`src/rtl/pipeline_sequencer_if.sv`:
```
// pipeline_sequencer_if: decode/execute control bundle between the nRisc front end and the sequencer
interface pipeline_sequencer_if;
  logic       dec_valid;
  logic [2:0] dec_rs_a;
  logic [2:0] dec_rs_b;
  logic       dec_uses_b;
  logic [2:0] dec_rd;
  logic       dec_writes;
  logic       jump_taken;
  logic       halt_req;
  logic       issue;
  logic       stall_fetch;
  logic       bubble_ex;
  logic       flush;
  logic       halted;
  logic [2:0] state;
  logic [7:0] stall_count;
  modport master (
    output dec_valid, dec_rs_a, dec_rs_b, dec_uses_b, dec_rd, dec_writes, jump_taken, halt_req,
    input  issue, stall_fetch, bubble_ex, flush, halted, state, stall_count
  );
  modport slave (
    input  dec_valid, dec_rs_a, dec_rs_b, dec_uses_b, dec_rd, dec_writes, jump_taken, halt_req,
    output issue, stall_fetch, bubble_ex, flush, halted, state, stall_count
  );
endinterface

```
`src/rtl/pipeline_sequencer.sv`:
```
// pipeline_sequencer: RAW-hazard scoreboard, jump flush, halt drain and stall counter for the nRisc pipeline
// Ports: clock/reset (sync, active-high); bus.slave carries decode fields, jump/halt requests in,
// and issue/stall_fetch/bubble_ex/flush/halted/state/stall_count out.
module pipeline_sequencer #(
  parameter int WB_LATENCY   = 3,
  parameter int FLUSH_CYCLES = 2
) (
  input logic                 clock,
  input logic                 reset,
  pipeline_sequencer_if.slave bus
);
  typedef enum logic [2:0] {IDLE, RUN, STALL, FLUSH, HALT} state_t;
  state_t     st;
  logic [2:0] cnt [8];
  logic [2:0] fcnt;
  logic [7:0] sc;
  logic       hazard;
  logic       pending;
  always_comb begin
    hazard  = bus.dec_valid & (cnt[bus.dec_rs_a] != 3'd0 | (bus.dec_uses_b & cnt[bus.dec_rs_b] != 3'd0));
    pending = 1'b0;
    for (int i = 0; i < 8; i++) pending = pending | (cnt[i] != 3'd0);
  end
  assign bus.issue       = ~reset & st == RUN & bus.dec_valid & ~hazard & ~bus.jump_taken;
  assign bus.stall_fetch = reset | (st == RUN ? hazard : st != FLUSH);
  assign bus.bubble_ex   = ~bus.issue;
  assign bus.flush       = ~reset & st == FLUSH;
  assign bus.halted      = ~reset & st == HALT & ~pending;
  assign bus.state       = st;
  assign bus.stall_count = sc;
  always_ff @(posedge clock) begin
    if (reset) begin
      st   <= IDLE;
      fcnt <= 3'd0;
      sc   <= 8'd0;
      for (int i = 0; i < 8; i++) cnt[i] <= 3'd0;
    end else begin
      for (int i = 0; i < 8; i++)
        cnt[i] <= (bus.issue & bus.dec_writes & bus.dec_rd == 3'(i)) ? 3'(WB_LATENCY) :
                  cnt[i] != 3'd0 ? cnt[i] - 3'd1 : cnt[i];
      if (st == STALL && sc != 8'hff) sc <= sc + 8'd1;
      case (st)
        IDLE: st <= RUN;
        RUN: begin
          if (bus.jump_taken) begin
            st   <= FLUSH;
            fcnt <= 3'(FLUSH_CYCLES);
          end else if (bus.halt_req) st <= HALT;
          else if (hazard) st <= STALL;
        end
        STALL: begin
          if (bus.jump_taken) begin
            st   <= FLUSH;
            fcnt <= 3'(FLUSH_CYCLES);
          end else if (!hazard) st <= RUN;
        end
        FLUSH: begin
          if (bus.jump_taken) fcnt <= 3'(FLUSH_CYCLES);
          else if (fcnt == 3'd1) st <= RUN;
          else fcnt <= fcnt - 3'd1;
        end
        default: st <= st;
      endcase
    end
  end
endmodule
```
`src/flat_wrapper.sv`:
```
// flat-port wrapper written by rule: the top's interface ports become plain ports
module pipeline_sequencer_flat 
#(
  parameter int WB_LATENCY   = 3,
  parameter int FLUSH_CYCLES = 2
)
  (clock, reset, bus_dec_valid, bus_dec_rs_a, bus_dec_rs_b, bus_dec_uses_b, bus_dec_rd, bus_dec_writes, bus_jump_taken, bus_halt_req, bus_issue, bus_stall_fetch, bus_bubble_ex, bus_flush, bus_halted, bus_state, bus_stall_count);
  pipeline_sequencer_if bus_i ();
  input logic clock;
  input logic reset;
  input wire logic [$bits(bus_i.dec_valid)-1:0] bus_dec_valid;
  input wire logic [$bits(bus_i.dec_rs_a)-1:0] bus_dec_rs_a;
  input wire logic [$bits(bus_i.dec_rs_b)-1:0] bus_dec_rs_b;
  input wire logic [$bits(bus_i.dec_uses_b)-1:0] bus_dec_uses_b;
  input wire logic [$bits(bus_i.dec_rd)-1:0] bus_dec_rd;
  input wire logic [$bits(bus_i.dec_writes)-1:0] bus_dec_writes;
  input wire logic [$bits(bus_i.jump_taken)-1:0] bus_jump_taken;
  input wire logic [$bits(bus_i.halt_req)-1:0] bus_halt_req;
  output wire logic [$bits(bus_i.issue)-1:0] bus_issue;
  output wire logic [$bits(bus_i.stall_fetch)-1:0] bus_stall_fetch;
  output wire logic [$bits(bus_i.bubble_ex)-1:0] bus_bubble_ex;
  output wire logic [$bits(bus_i.flush)-1:0] bus_flush;
  output wire logic [$bits(bus_i.halted)-1:0] bus_halted;
  output wire logic [$bits(bus_i.state)-1:0] bus_state;
  output wire logic [$bits(bus_i.stall_count)-1:0] bus_stall_count;
  assign bus_i.dec_valid = bus_dec_valid;
  assign bus_i.dec_rs_a = bus_dec_rs_a;
  assign bus_i.dec_rs_b = bus_dec_rs_b;
  assign bus_i.dec_uses_b = bus_dec_uses_b;
  assign bus_i.dec_rd = bus_dec_rd;
  assign bus_i.dec_writes = bus_dec_writes;
  assign bus_i.jump_taken = bus_jump_taken;
  assign bus_i.halt_req = bus_halt_req;
  assign bus_issue = bus_i.issue;
  assign bus_stall_fetch = bus_i.stall_fetch;
  assign bus_bubble_ex = bus_i.bubble_ex;
  assign bus_flush = bus_i.flush;
  assign bus_halted = bus_i.halted;
  assign bus_state = bus_i.state;
  assign bus_stall_count = bus_i.stall_count;
  pipeline_sequencer #(.WB_LATENCY(WB_LATENCY), .FLUSH_CYCLES(FLUSH_CYCLES)) u_core (.clock(clock), .reset(reset), .bus(bus_i));
endmodule
```
`config.mk`:
```
export PLATFORM = sky130hd
export DESIGN_NAME = pipeline_sequencer_flat
export DESIGN_NICKNAME = d
export VERILOG_FILES = /design/src/rtl/pipeline_sequencer_if.sv /design/src/rtl/pipeline_sequencer.sv /design/src/flat_wrapper.sv
export SDC_FILE = /design/constraint.sdc
export NUM_CORES = 1
export LEC_CHECK = 0
export CORE_UTILIZATION = 35
export DETAILED_ROUTE_END_ITERATION = 12
export PLACE_DENSITY = 0.62
export SKIP_CTS_REPAIR_TIMING = 1
export SYNTH_ARGS = -nofsm -noshare
export SYNTH_HDL_FRONTEND = slang
export SYNTH_SLANG_ARGS = --single-unit
export TNS_END_PERCENT = 20
```
`constraint.sdc`:
```
create_clock -name clock -period 3.4 [get_ports clock]
set_clock_uncertainty 0.05 [all_clocks]
set_input_delay 0.34 -clock clock [delete_from_list [all_inputs] [get_ports clock]]
set_output_delay 0.34 -clock clock [all_outputs]
set_load 0.01 [all_outputs]
```
### Word-level counts from Yosys, hierarchy flattened

Memory sizes are Yosys's and may differ from the RTL's.
Cells that the tools add are included.

| cells by class | value |
|---|---|
| add/sub/neg operators | 10 |
| equality and inequality tests | 20 |
| multiplexer cells | 40 |
| bitwise gates (word level) | 40 |
| reductions and logical operators | 18 |

Operators with widths:

| kind | count |
|---|---|
| 3-bit two-way mux | 34 |
| 3-bit nonzero test | 10 |
| 3-bit by 1-bit subtractor with 3-bit output (second input constant) | 9 |
| 1-bit AND | 18 |
| 1-bit OR | 17 |
| 3-bit == test (second input constant) | 5 |
| 3-bit by 2-bit == test with 1-bit output (second input constant) | 4 |
| 3-bit one-hot mux with 4 select lines | 1 |
| 3-bit by 1-bit == test with 1-bit output (second input constant) | 3 |
| 8-bit by 1-bit adder with 8-bit output (second input constant) | 1 |
| 8-bit != test (second input constant) | 1 |
| 3-bit logical NOT | 2 |
| 3-bit != test (second input constant) | 2 |
| 3-bit one-hot mux with 2 select lines | 1 |
| 1-bit NOT | 5 |
| 5-bit AND reduction | 1 |
| 1-bit two-way mux | 4 |
| 2-bit != test (second input constant) | 2 |
| 4-bit by 3-bit != test with 1-bit output (second input constant) | 1 |
| 4-bit nonzero test | 1 |
| 3-bit by 2-bit != test with 1-bit output (second input constant) | 1 |
| 3-bit AND reduction | 1 |
| 2-bit by 1-bit != test with 1-bit output (second input constant) | 1 |
| 2-bit nonzero test | 1 |
| 2 further kinds | 2 |

| word-level totals | value |
|---|---|
| register bits after elaboration | 14 |
| bits in writable memories | 24 |
| input bits | 16 |
| output and inout bits | 16 |
| word-level logic and storage cells | 132 |
| memories kept | 1 |

Memories:

| memory | words | bits a word | rd ports | clocked after memory_dff | write ports | line | source |
|---|---|---|---|---|---|---|---|
| u_core.cnt | 8 | 3 | 10 | 0 | 8 | pipeline_sequencer.sv:14 | `logic [2:0] cnt [8];` |

### Logic depth before layout (Yosys ltp)

Gate-level depths: netlist of the first run.
An unclocked memory read counts as a cell.

| depth | value |
|---|---|
| depth after elaboration | 12 |
| gate-level depth with buffers | 9 |

### Worst setup path after synthesis of the first run

No wires, ideal clock.

| path | value |
|---|---|
| kind | reg2reg |
| start point | memory u_core.cnt[0][0] |
| end point | memory u_core.cnt[3][2] |
| library setup time | 0.116 ns |
| data arrival time | 2.009 ns |
| data required time | 3.234 ns |
| slack | 1.226 ns |
| cell stages (with the launch flop) | 8 |
| buffers on the path | 0 |
| cell sequence | dfxtp_1 > or3_1 > or3_1 > a41oi_2 > o211ai_2 > nor3_4 > nand4b_1 > and3b_1 |

RTL lines:

| item | line |
|---|---|
| start, declared | pipeline_sequencer.sv:14 |

==> results.md, run 1 <==
| Step | Metric | Value |
| --- | --- | --- |
| placed design | Number of placed instances, taps included | 346 |
| placed design | Setup Slack @ Placement | 459.6 ps |
| clocking | H-tree depth | 2 |
| worst setup path | Crit Path Class | reg2out |
| floorplanning | Starting utilization of the core area | 36.90% |
| clocking | Root buffer cell | sky130_fd_sc_hd__clkbuf_8 |
| placed design | Half-perimeter wire length after placement | 3339 um |
| drt | Number of vias per cell | 5.162 |
| pwr | Static power due to leakage | 0.9055 nW |
| clocking | Sink count of the clock tree | 38 |
| flow run | Max-cap violation count | 0 |
| yosys | Synth Instances | 249 |
| worst setup path | Setup slack, reg-to-reg | 810 ps |
| worst setup path | End of the worst register-to-register path | u_core.cnt[5][2]$_SDFFE_PP0N_ |
| timing | Worst Tran Pin Value | 663.2 ps |
| timing | Final clock period utilization by the worst path | 89.74% |
| layout | Area taken by flip-flops and latches | 760.7 sq um |
| timing | Final critical path time including I/O delays and setup | 3051 ps |
| yosys | Synthesized-area fraction occupied by xor and xnor cells | 4.258% |
| worst hold path | Class of the tightest hold or removal check | reg2reg |
| drt | Final routed wire length divided by cell count | 12.49 um |
| floorplanning | Die X-Extent | 78.66 um |
| timing | Relative slew slack | 55.69% |
| pwr | Pwr per Cell Area | 520.2 mW/mm^2 |
| yosys | Proportion of synthesized chip area in sequential cells | 36.98% |
| worst setup path | Critical path startpoint category | flip-flop |
| drt | Vias post-DR | 1,817 |
| placed design | Weighted congestion reported at the end of routability-driven placement | 0.7875 |
| drt | Final routed DRC violation total | 0 |
| layout | Filler Cells Inserted | 546 |
| yosys | Adder-Cell Fraction of Synth Area | 4.866% |
| yosys | Share of synthesized cell area in and, or, nand and nor gates | 31.27% |
| timing | Min Hold Slack | 441.1 ps |
| placed design | Total of buffers placed on input and output ports | 31 |
| run status | Run status | finished clean |
| worst setup path | Critical path's largest stage delay | 520 ps |
| global routing | Total congestion overflow | 0 |
| pwr | Total Power | 1.311 mW |
| yosys | Synth Area in Compound Gates | 16.91% |
| drt | DR pass1 iterations | 4 |
| worst setup path | Series of cell instances along the critical path | nor3_1 > a2111oi_0 > nor4_1 > o211ai_2 > nand2_1 > o211ai_1 > clkdlybuf4s50_1 |
| clocking | CTS tree | yes |
| yosys | Netlist area before placement | 0.002057 sq mm |
| worst setup path | Largest delay share family, worst path | simple AND/OR/NAND/NOR gates |
| global routing | Initial antenna violation count | 0 |
| clocking | Total clock buffers created by CTS | 5 |
| worst hold path | Hold Path Origin | u_core.fcnt[2]$_SDFFE_PP0P_ |
| global routing | Total global-route track usage | 14.80% |
| yosys | Yosys cell types | 40 |
| timing | Final Hold Fails | 0 |
| drt | Number of DRC markers in iteration 0 | 110 |
| yosys | Post-synthesis async set-or-reset flop share | 0% |
| clocking | Clock Latency Late Sink | 280 ps |
| pwr | Peak ir drop on the vdd network | 0.0002167 V |
| layout | Proportion of layout cells with a drive suffix above 1 | 3.571% |
| layout | Non-filler instance count after layout | 352 |
| timing | Smallest setup slack after layout | 348.7 ps |
| floorplanning | CORE AREA | 0.005574 sq mm |
| worst hold path | Min-Delay Endpoint | u_core.fcnt[2]$_SDFFE_PP0P_ |
| floorplanning | Top-level port count | 32 |
| yosys | Number of flops mapped to enable cells by yosys | 0 |
| yosys | Number of flip-flops and latches in the synthesized netlist | 38 |
| worst setup path | Cell depth of the worst flop-to-flop path | 7 |
| drt | Routed wire length | 4398 um |
| timing | Total setup violations reported at the end of the flow | 0 |
| floorplanning | DIE AREA | 0.006187 sq mm |
| timing | Accumulated negative setup slack | 0 ps |
| worst setup path | Data arrival time of the critical path | 2660 ps |
| yosys | Share of synthesized area spent on multiplexers | 2.433% |
| layout | Total inserted antenna cells | 0 |
| floorplanning | DIE HEIGHT | 78.66 um |
| worst setup path | Critical Path Slowest Stage Cell | sky130_fd_sc_hd__clkdlybuf4s50_1 |
| timing | Final max-slew violation count | 0 |
| layout | Area of the multi-input gates | 0.001229 sq mm |
| yosys | Average instance area after synthesis | 8.261 sq um |
| clocking | CTS max path bufs | 2 |
| yosys | Total nets after synthesis | 273 |
| global routing | Via count of the first global-routing pass | 1,562 |
| yosys | Yosys warning total | 0 |
| worst setup path | Maximum fanout along the worst path | 5 |
| worst setup path | Crit path capture type | output port |
| yosys | Dominant combinational cell family by area after synthesis | simple AND/OR/NAND/NOR gates |
| global routing | Largest net degree at the start of global routing | 30 |
| layout | Layout net count | 305 |
| timing | Fmax | 327.7 MHz |
| yosys | Post-synth top flop | sky130_fd_sc_hd__dfxtp_1 |
| clocking | CTS clk-pin slew, worst paths | 70 ps |
| worst setup path | Bufs and invs on worst path | 1 |
| worst hold path | Worst hold path cell count | 2 |
| timing | Unrepaired setup endpoints after global routing | no |
| layout | Area Growth Syn to Fin | 22.57% |
| drt | Count of antenna-violating nets left after detailed routing | 0 |
| worst setup path | WP data required | 3010 ps |
| floorplanning | Row count | 27 |
| global routing | First-pass GRT wire length | 7238 um |
| worst setup path | Worst flop-to-flop path startpoint | u_core.cnt[1][2]$_SDFFE_PP0P_ |
==> stage by stage <==
| stage | utilization, % | cell area, sq um |
|---|---|---|
| after detailed placement | 43.75 | 2439 |
| final | 45.23 | 2521 |
| after floorplan | - | 2057 |
| after global routing | 45.23 | 2521 |
| after CTS | 45.23 | 2521 |
| after global placement | 43.75 | 2439 |
==> report_power, final <==
part	leakage [nW]	switching (mW)	total, mW	internal (mW)
Sequential	0.309	0.0598	0.566	0.506
Clock	0.0431	0.144	0.301	0.156
Combinational	0.553	0.239	0.445	0.206
==> layer usage <==
layer,vias up,global-route usage [%],routed length [um]
met5,-,0,0
met4,0,5.556,43
met3,4,2.558,95
met2,22,23.13,1986
met1,817,20.14,2273
li1,974,-,-
==> cell type report <==
| type | instances | share of cell area [%] |
|---|---|---|
| multi-input cells | 193 | 48.73 |
| well taps | 72 | 3.573 |
| clock buffers | 6 | 3.275 |
| repair buffers | 32 | 12.61 |
| flip-flops and latches | 38 | 30.17 |
| inverters | 11 | 1.638 |
==> state kept, by name (all words and copies together) (netlist names) <==
| register | cells |
|---|---|
| u_core.fcnt | 3 |
| u_core.bus.state | 3 |
| u_core.bus.stall_count | 8 |
| u_core.cnt | 24 |
==> cells in the mapped netlist, drive strengths merged, types with 2 or more instances <==
cell / n / share of area, %
clkbuf: 7 / 1.3
nand2: 23 / 4.2
a21oi: 12 / 2.9
nor3b: 2 / 0.73
nand4b: 5 / 2.1
or3: 4 / 1.2
dfxtp: 38 / 37
o211ai: 2 / 0.97
xor2: 9 / 3.8
nand3: 5 / 1.2
a31oi: 10 / 3.0
ha: 8 / 4.9
a41oi: 2 / 1.2
nor2b: 2 / 0.61
a211oi: 3 / 1.1
nor4b: 2 / 0.85
nor3: 12 / 3.5
nor4bb: 3 / 1.5
o21ai: 14 / 3.4
mux2i: 5 / 2.4
a21o: 2 / 0.73
nor2: 28 / 5.1
o21bai: 4 / 1.5
nand2b: 6 / 1.8
nand3b: 8 / 2.9
inv: 11 / 2.0
and3b: 5 / 2.1
nor4: 4 / 1.2
nand4: 5 / 1.5
==> worst register-to-register path, cell delays in order (launching register included) <==
cell and delay, ps:
sky130_fd_sc_hd__dfxtp_1 340, sky130_fd_sc_hd__nor3_1 500, sky130_fd_sc_hd__a2111oi_0 200, sky130_fd_sc_hd__nor4_1 320, sky130_fd_sc_hd__o211ai_2 240, sky130_fd_sc_hd__nor3_4 360, sky130_fd_sc_hd__nand4b_1 250, sky130_fd_sc_hd__and3b_1 230
==> worst max-delay path by stage <==
stage                                   from                            end  slack, ps  cells after the start
2_1_floorplan  u_core.cnt[0][0]$_SDFFE_PP0P_  u_core.cnt[3][2]$_SDFFE_PP0N_       1230                      7
3_3_place_gp                 bus_dec_rs_a[0]                bus_stall_fetch        470                      8
3_5_place_dp                 bus_dec_rs_a[2]                      bus_issue        460                      7
4_1_cts        u_core.cnt[1][2]$_SDFFE_PP0P_                      bus_issue        320                      6
5_1_grt        u_core.cnt[1][2]$_SDFFE_PP0P_                bus_stall_fetch         80                      7
6_report       u_core.cnt[1][2]$_SDFFE_PP0P_                bus_stall_fetch        350                      7
==> cell usage in the layout (no fill, tap or decap), drive strengths merged, types with 3 or more instances in the layout <==
master / count
a31oi: 10
and3b: 5
or3: 4
nand3: 5
o21bai: 4
ha: 8
clkdlybuf4s50: 31
xor2: 9
o21ai: 14
nand3b: 8
clkbuf: 6
nor2: 28
nor4: 4
nand4b: 5
dfxtp: 38
a21oi: 12
nor3: 12
a211oi: 3
mux2i: 5
nor4bb: 3
nand2: 23
inv: 11
nand4: 5
nand2b: 6
==> logic make-up after synthesis <==
kind of cell,after synthesis
adders and majority gates,8
and+or+nand+nor,116
buffers and inverters,18
xor gates and xnor gates,10
DFF,38
muxes,5
AOI/OAI and AO/OA,54
No activity file was read; power rests on OpenSTA's default activity.
==> run 2: changes to the inputs <==
--- a/config.mk
+++ b/config.mk
@@ -5,6 +5,7 @@
 export SDC_FILE = /design/constraint.sdc
 export NUM_CORES = 1
 export LEC_CHECK = 0
+export CORE_MARGIN = 8
 export CORE_UTILIZATION = 35
 export DETAILED_ROUTE_END_ITERATION = 12
 export PLACE_DENSITY = 0.62
==> run 2 against run 1 <==
Maximum frequency down 0.81%; sequential share of layout area down 0.060 points; register-to-register slack worse by 20 ps; critical endpoint unchanged; critical path type unchanged; cell area up 0.20%.
==> results.md, run 2 (same netlist as run 1, synthesis figures left out) <==
| Step | Metric | Value |
| --- | --- | --- |
| pwr | Total Power | 1.309 mW |
| drt | Count of antenna-violating nets left after detailed routing | 0 |
| layout | Area Growth Syn to Fin | 22.81% |
| clocking | CTS clk-pin slew, worst paths | 70 ps |
| clocking | Total clock buffers created by CTS | 5 |
| pwr | Static power due to leakage | 0.9054 nW |
| pwr | Pwr per Cell Area | 518.0 mW/mm^2 |
| layout | Filler Cells Inserted | 631 |
| worst setup path | Critical path's largest stage delay | 520 ps |
| timing | Total setup violations reported at the end of the flow | 0 |
| placed design | Half-perimeter wire length after placement | 3587 um |
| drt | Final routed DRC violation total | 0 |
| worst setup path | Bufs and invs on worst path | 1 |
| worst setup path | WP data required | 3010 ps |
| placed design | Total of buffers placed on input and output ports | 31 |
| flow run | Max-cap violation count | 0 |
| worst setup path | Maximum fanout along the worst path | 5 |
| timing | Final max-slew violation count | 0 |
| global routing | Total congestion overflow | 0 |
| timing | Final Hold Fails | 0 |
| clocking | H-tree depth | 2 |
| drt | Metal3 WL | 124 um |
| placed design | Number of placed instances, taps included | 350 |
| drt | DR pass1 iterations | 4 |
| timing | Accumulated negative setup slack | 0 ps |
| layout | Flip-flop count of the largest register after layout | 24 |
| pwr | Peak ir drop on the vdd network | 0.0002346 V |
| placed design | Weighted congestion reported at the end of routability-driven placement | 0.8239 |
| floorplanning | Top-level port count | 32 |
| global routing | Initial antenna violation count | 0 |
| timing | Final clock period utilization by the worst path | 90.48% |
| layout | Proportion of layout cells with a drive suffix above 1 | 3.546% |
| floorplanning | DIE AREA | 0.008586 sq mm |
| floorplanning | DIE HEIGHT | 92.66 um |
| layout | Summed area of non-filler cells in the final layout | 0.002526 sq mm |
| floorplanning | Row count | 28 |
| layout | Final design utilization | 43.44% |
| clocking | CTS max path bufs | 2 |
| timing | Fmax | 325.1 MHz |
| drt | Highest metal layer with signal wires | met4 |
| timing | Unrepaired setup endpoints after global routing | no |
| layout | Total inserted antenna cells | 0 |
| layout | Register containing the most flip-flops in the final layout | u_core.cnt |
| global routing | Total global-route track usage | 11.41% |
| layout | Highest-count cells in the layout ignoring fill and taps | sky130_fd_sc_hd__dfxtp_1 (38), sky130_fd_sc_hd__clkdlybuf4s50_1 (31), sky130_fd_sc_hd__nor2_1 (28) |
| timing | Worst Tran Pin Value | 603.8 ps |
| clocking | Root buffer cell | sky130_fd_sc_hd__clkbuf_8 |
| floorplanning | CORE AREA | 0.005816 sq mm |
| worst setup path | Critical path startpoint category | flip-flop |
| drt | Met2 wire len | 2372 um |
| worst setup path | Crit path capture type | output port |
| worst setup path | Data arrival time of the critical path | 2690 ps |
| clocking | Clock Latency Late Sink | 290 ps |
| layout | Leading cell type in the layout, fill and taps excluded | sky130_fd_sc_hd__dfxtp_1 |
| worst setup path | Crit Path Class | reg2out |
| timing | Min Hold Slack | 446.9 ps |
| placed design | Setup Slack @ Placement | 443.2 ps |
| layout | Non-filler instance count after layout | 357 |
| drt | Final routed wire length divided by cell count | 13.45 um |
| drt | Routed length on met1 | 2235 um |
| worst setup path | Series of cell instances along the critical path | nor3_1 > a2111oi_0 > nor4_1 > o211ai_2 > nand2_1 > o211ai_1 > clkdlybuf4s50_1 |
| layout | Layout net count | 306 |
| clocking | Sink count of the clock tree | 38 |
| floorplanning | Starting utilization of the core area | 35.37% |
| worst setup path | Critical Path Slowest Stage Cell | sky130_fd_sc_hd__clkdlybuf4s50_1 |
| timing | Final critical path time including I/O delays and setup | 3076 ps |
| clocking | CTS tree | yes |
| global routing | Largest net degree at the start of global routing | 26 |
| drt | Number of DRC markers in iteration 0 | 92 |
| run status | Run status | finished clean |
| timing | Relative slew slack | 59.66% |
| global routing | First-pass GRT wire length | 8052 um |
| timing | Smallest setup slack after layout | 323.7 ps |
| placed design | Cell Area, Placed | 0.002450 sq mm |
| drt | Routed wire length | 4803 um |
| worst hold path | Class of the tightest hold or removal check | reg2reg |
| drt | Number of vias per cell | 5.272 |
| floorplanning | Die X-Extent | 92.66 um |
| drt | Vias post-DR | 1,882 |
| worst setup path | Largest delay share family, worst path | simple AND/OR/NAND/NOR gates |
| global routing | Via count of the first global-routing pass | 1,783 |
run 2: changes by cell type in the layout (fill, tap and decap cells not counted), sizes merged:
cell,delta
buf,+1
clkbuf,+1
run 2: per-layer routing:
metal / global-route usage (%) / up-vias
li1: - / 976
met1: 12.94 / 878
met2: 20.20 / 22
met3: 2.589 / 6
met4: 4.564 / 0
met5: 0 / -
run 2: worst paths after layout:
path / cells after the start / from / end / slack (ps)
hold / removal: 2 / u_core.fcnt[2]$_SDFFE_PP0P_ / u_core.fcnt[2]$_SDFFE_PP0P_ / 450
hold reg to reg: 2 / u_core.fcnt[2]$_SDFFE_PP0P_ / u_core.fcnt[2]$_SDFFE_PP0P_ / 450
setup reg to reg: 7 / u_core.cnt[1][2]$_SDFFE_PP0P_ / u_core.cnt[5][2]$_SDFFE_PP0N_ / 790
setup / recovery: 7 / u_core.cnt[1][2]$_SDFFE_PP0P_ / bus_stall_fetch / 320
run 2: final cells by class:
class	instances	area (sq um)	share of cell area, %
clock buffer	7	76.32	3.021
multi-input combinational	193	1229	48.64
sequential	38	760.7	30.11
inverter	11	41.29	1.634
tap	75	93.84	3.715
timing repair buffer	33	325.3	12.88
run 2: worst min-delay path, cell delays in order (launching register included):
cell                      delay (ps)
sky130_fd_sc_hd__dfxtp_1         320
sky130_fd_sc_hd__o21ai_0          70
sky130_fd_sc_hd__a21oi_1          60
run 2: power breakdown:
group | internal, mW | switching [mW]
Combinational | 0.207 | 0.243
Sequential | 0.506 | 0.0606
Clock | 0.141 | 0.151
